`config.mk`:
```
export PLATFORM = sky130hd
export DESIGN_NAME = pe_config_sequencer
export DESIGN_NICKNAME = d
export VERILOG_FILES = /design/src/rtl/pe_config_sequencer.sv
export SDC_FILE = /design/constraint.sdc
export NUM_CORES = 1
export LEC_CHECK = 0
export BUFFER_PORTS_ARGS = -buffer_cell sky130_fd_sc_hd__clkbuf_2
export CORE_MARGIN = 10
export CORE_UTILIZATION = 42
export CTS_CLUSTER_SIZE = 24
export DETAILED_ROUTE_END_ITERATION = 12
export GPL_ROUTABILITY_DRIVEN = 0
export SKIP_LAST_GASP = 1
export SYNTH_ARGS = -nofsm -noshare
export SYNTH_HDL_FRONTEND = slang
export SYNTH_SLANG_ARGS = --single-unit
export TNS_END_PERCENT = 1
```
`constraint.sdc`:
```
create_clock -name clk -period 7.2 [get_ports clk]
set_clock_uncertainty 0.15 [all_clocks]
set_input_delay 0.36 -clock clk [delete_from_list [all_inputs] [get_ports clk]]
set_output_delay 0.36 -clock clk [all_outputs]
set_load 0.1 [all_outputs]
```
`src/rtl/pe_config_sequencer.sv`:
```
// Context-playback sequencer: holds a small program of PE configuration words
// and drives them one per entry, each for its programmed number of cycles.
module pe_config_sequencer #(
  parameter int CFG_W = 22,
  parameter int DEPTH = 16,
  parameter int AW    = 4
) (
  input  logic             clk,
  input  logic             rst,
  input  logic             wr_valid,
  output logic             wr_ready,
  input  logic [AW-1:0]    wr_addr,
  input  logic [CFG_W-1:0] wr_cfg,
  input  logic [3:0]       wr_hold,
  input  logic [AW:0]      ctx_count,
  input  logic             start,
  input  logic             stop,
  input  logic             loop_en,
  output logic [CFG_W-1:0] configuration,
  output logic             cfg_valid,
  output logic [AW-1:0]    ctx_index,
  output logic             busy,
  output logic             done
);

  typedef enum logic {S_IDLE, S_RUN} state_t;

  localparam logic [AW:0] DEPTH_C = (AW+1)'(DEPTH);

  state_t           r_state;
  logic [CFG_W-1:0] r_cfg_mem  [DEPTH];
  logic [3:0]       r_hold_mem [DEPTH];
  logic [AW:0]      r_count;
  logic [3:0]       r_hold_cnt;

  logic             w_we;
  logic             w_start;
  logic [AW:0]      w_count_clamped;
  logic [AW:0]      w_next_idx_ext;
  logic [AW-1:0]    w_next_idx;
  logic [CFG_W-1:0] w_first_cfg;
  logic [3:0]       w_first_hold;

  assign wr_ready        = (r_state == S_IDLE);
  assign busy            = (r_state == S_RUN);
  assign w_we            = wr_valid && wr_ready;
  assign w_start         = (r_state == S_IDLE) && start && (ctx_count != '0);
  assign w_count_clamped = (ctx_count > DEPTH_C) ? DEPTH_C : ctx_count;
  assign w_next_idx_ext  = {1'b0, ctx_index} + (AW+1)'(1);
  assign w_next_idx      = w_next_idx_ext[AW-1:0];

  // A write to entry 0 in the start cycle must be visible to the first load.
  assign w_first_cfg  = (w_we && (wr_addr == '0)) ? wr_cfg  : r_cfg_mem[0];
  assign w_first_hold = (w_we && (wr_addr == '0)) ? wr_hold : r_hold_mem[0];

  always_ff @(posedge clk) begin
    for (int i = 0; i < DEPTH; i++) begin
      if (rst) begin
        r_cfg_mem[i]  <= '0;
        r_hold_mem[i] <= '0;
      end else if (w_we && (wr_addr == AW'(i))) begin
        r_cfg_mem[i]  <= wr_cfg;
        r_hold_mem[i] <= wr_hold;
      end
    end
  end

  always_ff @(posedge clk) begin
    if (rst) begin
      r_state       <= S_IDLE;
      r_count       <= '0;
      r_hold_cnt    <= '0;
      configuration <= '0;
      cfg_valid     <= 1'b0;
      ctx_index     <= '0;
      done          <= 1'b0;
    end else begin
      done <= 1'b0;
      case (r_state)
        S_IDLE: begin
          if (w_start) begin
            r_state       <= S_RUN;
            r_count       <= w_count_clamped;
            ctx_index     <= '0;
            configuration <= w_first_cfg;
            r_hold_cnt    <= w_first_hold;
            cfg_valid     <= 1'b1;
          end
        end
        S_RUN: begin
          if (stop) begin
            r_state       <= S_IDLE;
            configuration <= '0;
            cfg_valid     <= 1'b0;
            ctx_index     <= '0;
            r_hold_cnt    <= '0;
          end else if (r_hold_cnt != 4'd0) begin
            r_hold_cnt <= r_hold_cnt - 4'd1;
          end else if (w_next_idx_ext < r_count) begin
            ctx_index     <= w_next_idx;
            configuration <= r_cfg_mem[w_next_idx];
            r_hold_cnt    <= r_hold_mem[w_next_idx];
          end else if (loop_en) begin
            ctx_index     <= '0;
            configuration <= r_cfg_mem[0];
            r_hold_cnt    <= r_hold_mem[0];
          end else begin
            r_state       <= S_IDLE;
            configuration <= '0;
            cfg_valid     <= 1'b0;
            ctx_index     <= '0;
            done          <= 1'b1;
          end
        end
        default: r_state <= S_IDLE;
      endcase
    end
  end

endmodule

```
---- Word-level counts from Yosys, hierarchy flattened ----
Memories as Yosys holds them, arrays and structs flattened.
Cells that the tools add are included.
operators by class
  $add $sub $neg .......................... 2
  order comparisons ....................... 2
  mux-type cells .......................... 115
  reduce and logical (&&, ||, !) cells .... 27
  eq/ne operators ......................... 20
  bitwise operators ....................... 33
operator list
  operator               count
  $mux W22               22
  $mux W4                26
  $mux W1                61
  $pmux W22 S2           1
  $eq A4 B4 Y1 const B   8
  $or A1 B1 Y1           32
  $logic_and A1 B1 Y1    19
  $eq A4 B3 Y1 const B   4
  $pmux W4 S2            2
  $ne A3 B3 Y1 const B   3
  $eq A4 B2 Y1 const B   2
  $reduce_and A2 Y1      3
  $add A4 B1 Y5 const B  1
  $gt A5 B5 Y1 const B   1
  $lt A5 B5 Y1           1
  $mux W5                1
  $ne A5 B3 Y1 const B   1
  $reduce_bool A5 Y1     1
  $reduce_or A5 Y1       1
  $eq A4 B1 Y1 const B   1
  $logic_not A4 Y1       1
  $pmux W1 S2            2
  $reduce_and A4 Y1      1
  $reduce_bool A4 Y1     1
  3 further kinds        3
word-level totals
  input port bits ......................... 41
  memory bits (writable) .................. 416
  memories kept ........................... 2
  bits in registers ....................... 38
memory list
  name        words  width  read ports  clocked after memory_dff  wr ports  line  RTL
  r_cfg_mem   16     22     2           0                         16        31    logic [CFG_W-1:0] r_cfg_mem [DEPTH];
  r_hold_mem  16     4      2           0                         16        32    logic [3:0] r_hold_mem [DEPTH];

---- Logic depth before layout (Yosys ltp) ----
  word-level depth ........................ 7
  gate-level depth with buffers ........... 13

---- Worst setup path after synthesis ----
No wires, ideal clock.
  path type ............................... register to register
  from .................................... register r_state (netlist: busy)
  to ...................................... memory r_cfg_mem[12][0] (enable)
  arrival ................................. 3.582 ns
  cell stages (with the launch flop) ...... 4
  path slack .............................. 3.019 ns
  required time ........................... 6.601 ns
  cell sequence ........................... dfxtp_1 inv_2 nand4_1 o31ai_1
RTL lines
  element                 line  RTL
  from (decl)             30    state_t r_state;
  from (signal assigned)  70    r_state <= S_IDLE;
  from (signal assigned)  82    r_state <= S_RUN;
  from (signal assigned)  92    r_state <= S_IDLE;
  to (decl)               31

---- Worst setup path in the final report ----
  from .................................... register ctx_index[0]
  to ...................................... register configuration[4]
between the ends
  longest elaborated chain between the ends .. 6
ends and longest elaborated chain
  element                                          line  RTL
  from (decl)                                      21    output logic [AW-1:0] ctx_index,
  from (signal assigned)                           100   ctx_index <= w_next_idx;
  $add A4 B1 Y5 *                                  49    assign w_next_idx_ext = {1'b0, ctx_index} + (AW+1)'(1);
  $mem_v2 Z16 W22 or $lt A5 B5 Y1 (tied branches)  -
  $mux W22 *                                       99    end else if (w_next_idx_ext < r_count) begin
  $mux W22 *                                       97    end else if (r_hold_cnt != 4'd0) begin
  $mux W22 *                                       91    if (stop) begin
  $pmux W22 S2 *                                   79    case (r_state)
  to (signal assigned)                             85    configuration <= w_first_cfg;
  to (signal assigned)                             101   configuration <= r_cfg_mem[w_next_idx];
  to (signal assigned)                             105   configuration <= r_cfg_mem[0];
  to (decl)                                        19    output logic [CFG_W-1:0] configuration,
Mark *: on every way between the ends. The rest lies on a longest branch, timed or not. The select of a mux whose other input is x is not followed.
A chain may end at the register's enable or synchronous reset.

==> run_results.csv <==
group,metric,value,unit
detailed_routing,dr_total_vias,12500,
worst_setup_path,cp-start-kind,"flop",
timing,setup_viol,0,
synthesis,ys_types,50,
floorplanning,io_pins,71,
clocking,cts_tree,"done",
timing,final-max-slew-violation-count,0,
timing,fin_tns_setup,0,ps
cells_and_area,syn_to_final_growth,12.7,%
cells_and_area,drive_above_1_share,23.3,%
floorplanning,start_util,42.4,%
synthesis,postSynthCellCount,1454,
synthesis,dominantRegCellSynth,"edfxtp_1",
worst_setup_path,path_max_fanout,37,
synthesis,synth_nets,1502,
floorplanning,rows,82,
status,status,"finished clean",
timing,layout_worst_path_cycle_share,56.9,%
placed_design,preCtsSetupSlack,3120,ps
timing,final.min_clock_period,4090,ps
worst_setup_path,required,7520,ps
cells_and_area,layout.core_utilization,47.9,%
clocking,htree_levels,2,
detailed_routing,drt-total-wl,60900,um
timing,hold_viol_final,0,
grt,grt_pass1_wl,88600,um
floorplanning,die_area,60100,um2
floorplanning,core_area,50200,um2
clocking,cts_setup_buffers,0,
power,ir_worst_vdd,0.135,mV
grt,grt.total_usage,20.2,%
cells_and_area,fin_nets,1537,
detailed_routing,first_pass_iters,5,
grt,overflow,0,
synthesis,syn_area_per_cell,14.6,um2
grt,grt_pass1_vias,12700,
power,leakage,8.60,nW
run,cap_viol_max_count,0,
detailed_routing,drtIter0Drc,1261,
min_path,hold_class,"in2reg",
placed_design,dp_hpwl,34000,um
detailed_routing,drc,0,
timing,fmax,0.244,GHz
clocking,cts_root_buffer,"clkbuf_16",
synthesis,synth_edf_count,416,
timing,rsz0062_at_grt,"false",
worst_setup_path,cp_slowest_cell,"dfxtp_4",
timing,maxSlewHeadroom,31.9,%
worst_setup_path,criticalPathCategory,"reg2reg",
worst_setup_path,worst-path-buf-inv,3,
worst_setup_path,max_stage_delay,820,ps
placed_design,port_buffers,70,
floorplanning,die_height,245,um
clocking,cts_inserted_buffers,47,
power,report.power.total,6.10,mW
detailed_routing,ant_nets,0,
floorplanning,dieWidth,245,um
clocking,cts.path.max_buffers,3,
synthesis,syn-cell-area,21300,um2
grt,grt_max_degree,67,
clocking,path_clk_slew,60,ps
detailed_routing,vias_per_cell,5.71,
detailed_routing,wire_per_inst,27.7,um
synthesis,ys_async_sr_fraction,0,%
worst_setup_path,worst_setup_path_end_kind,"flop",
synthesis,yosysWarningCount,0,
worst_setup_path,crit_chain,"and3_1 -> xnor2_4 -> buf_4 -> inv_1 -> ha_1 -> a211oi_1 -> o21ai_1 -> o21ai_1 -> nor3_2 -> buf_4 -> a221oi_1 -> nor2_1",
clocking,clock_latency,590,ps
grt,antenna_found_initial,5,
worst_setup_path,cp.arrival,4410,ps
timing,fin_ws,3110,ps
synthesis,seq_area_frac_synth,62.2,%
worst_setup_path,critPathTopFamily,"buffers and inverters",
timing,tightest_slew,1020,ps
power,power_density,254,nW/um2
synthesis,ys_ff_latch,454,
clocking,cts.sinks,454,
==> logic make-up after synthesis <==
logic type | after synthesis | synth area share [%]
adder cells (fa/ha/maj) | 7 | 0.411
multiplexers | 136 | 13.9
flip-flops | 454 | 62.2
XOR/XNOR | 2 | 0.118
AND/OR/NAND/NOR | 603 | 16.2
buffers and inverters | 131 | 2.88
AO/OA/AOI/OAI | 121 | 4.22
==> worst paths after layout <==
| check | from | end | slack (ps) | depth (start not counted) |
|---|---|---|---|---|
| hold reg to reg | cfg_valid | cfg_valid | 330 | 2 |
| hold / removal | loop_en | done | 50 | 4 |
| setup reg to reg | ctx_index[0] | configuration[4] | 3110 | 12 |
| setup / recovery | ctx_index[0] | configuration[4] | 3110 | 12 |
==> cells in the mapped netlist, types with 8 or more instances <==
library cell,instances,area (um2)
a21oi_1,39,195
a221oi_2,17,255
a31oi_1,25,156
and2_1,391,2450
and3_1,29,181
buf_2,26,130
buf_6,11,124
clkbuf_1,77,289
dfxtp_1,38,761
edfxtp_1,416,12500
inv_1,10,37.5
mux2i_1,8,80.1
mux4_2,128,2880
nand2_1,83,312
nor2_1,54,203
nor2b_1,8,50.1
nor3_1,8,40.0
==> cell type report <==
class / count / area, um2
Fill cell: 4267 / 26200
Clock inverter: 22 / 267
Inverter: 12 / 45.0
Antenna cell: 1 / 2.50
Sequential cell: 454 / 13300
Tap cell: 672 / 841
Clock buffer: 64 / 1310
Multi-Input combinational cell: 869 / 7660
Timing Repair Buffer: 105 / 633
==> flip-flops by register name (all words and copies together) (netlist names) <==
register,cells
busy,1
done,1
r_count,5
configuration,22
r_hold_cnt,4
r_hold_mem,64
ctx_index,4
cfg_valid,1
r_cfg_mem,352
==> worst register-to-register path, cell delays in order, from the launching register on <==
cell      delay [ps]
dfxtp_4          820
and3_1           380
xnor2_4          130
buf_4            490
inv_1            240
ha_1             350
a211oi_1         200
o21ai_1          120
o21ai_1          280
nor3_2            70
buf_4            310
a221oi_1         410
nor2_1            60
==> power by group <==
part | total, mW | internal, mW | switching (mW)
sequential | 3.05 | 3.00 | 0.0559
combinational | 0.528 | 0.143 | 0.386
clock | 2.52 | 1.49 | 1.03
total | 6.10 | 4.63 | 1.47
==> metal layers <==
metal | wire, um | track usage [%]
met1 | 24800 | 26.3
met2 | 30400 | 34.1
met3 | 4320 | 3.82
met4 | 1410 | 5.63
met5 | 0 | 0
==> layout by cell type, fill, tap and decap left out, types with 4 or more instances in the layout <==
master,Yosys,layout
nand2b_1,6,6
nor2b_1,8,8
clkbuf_16,0,47
a221oi_1,5,5
clkinv_2,0,11
o21ai_1,4,4
edfxtp_1,416,416
a31oi_1,25,25
dfxtp_1,38,37
nor2_4,0,13
clkbuf_8,0,7
nand4_1,4,4
clkbuf_2,0,70
bufinv_16,0,6
nor3_1,8,5
buf_4,2,31
mux4_2,128,128
a211oi_1,7,6
inv_1,10,9
ha_1,7,6
nand2_1,83,83
nor3b_1,5,5
and3_1,29,29
a21oi_1,39,39
mux2i_1,8,8
and2_1,391,390
clkbuf_1,77,10
nand3_1,5,5
a221oi_2,17,17
nor2_1,54,39
==> repair_timing <==
action,in CTS,in global routing
hold buffers,3,0
endpoints found under the hold margin,4,0
resized for setup,0,0
==> per-stage QoR <==
step / instances / hold WS (ps) / area, um2
after floorplan: 1454 / 299 / 21300
after global routing: 2198 / 38.7 / 24000
after detailed placement: 2109 / 319 / 22400
final: 2199 / 45.8 / 24000
after CTS: 2198 / 5.05 / 24000
after global placement: 2109 / 318 / 22400
No activity file was read; power rests on OpenSTA's default activity.
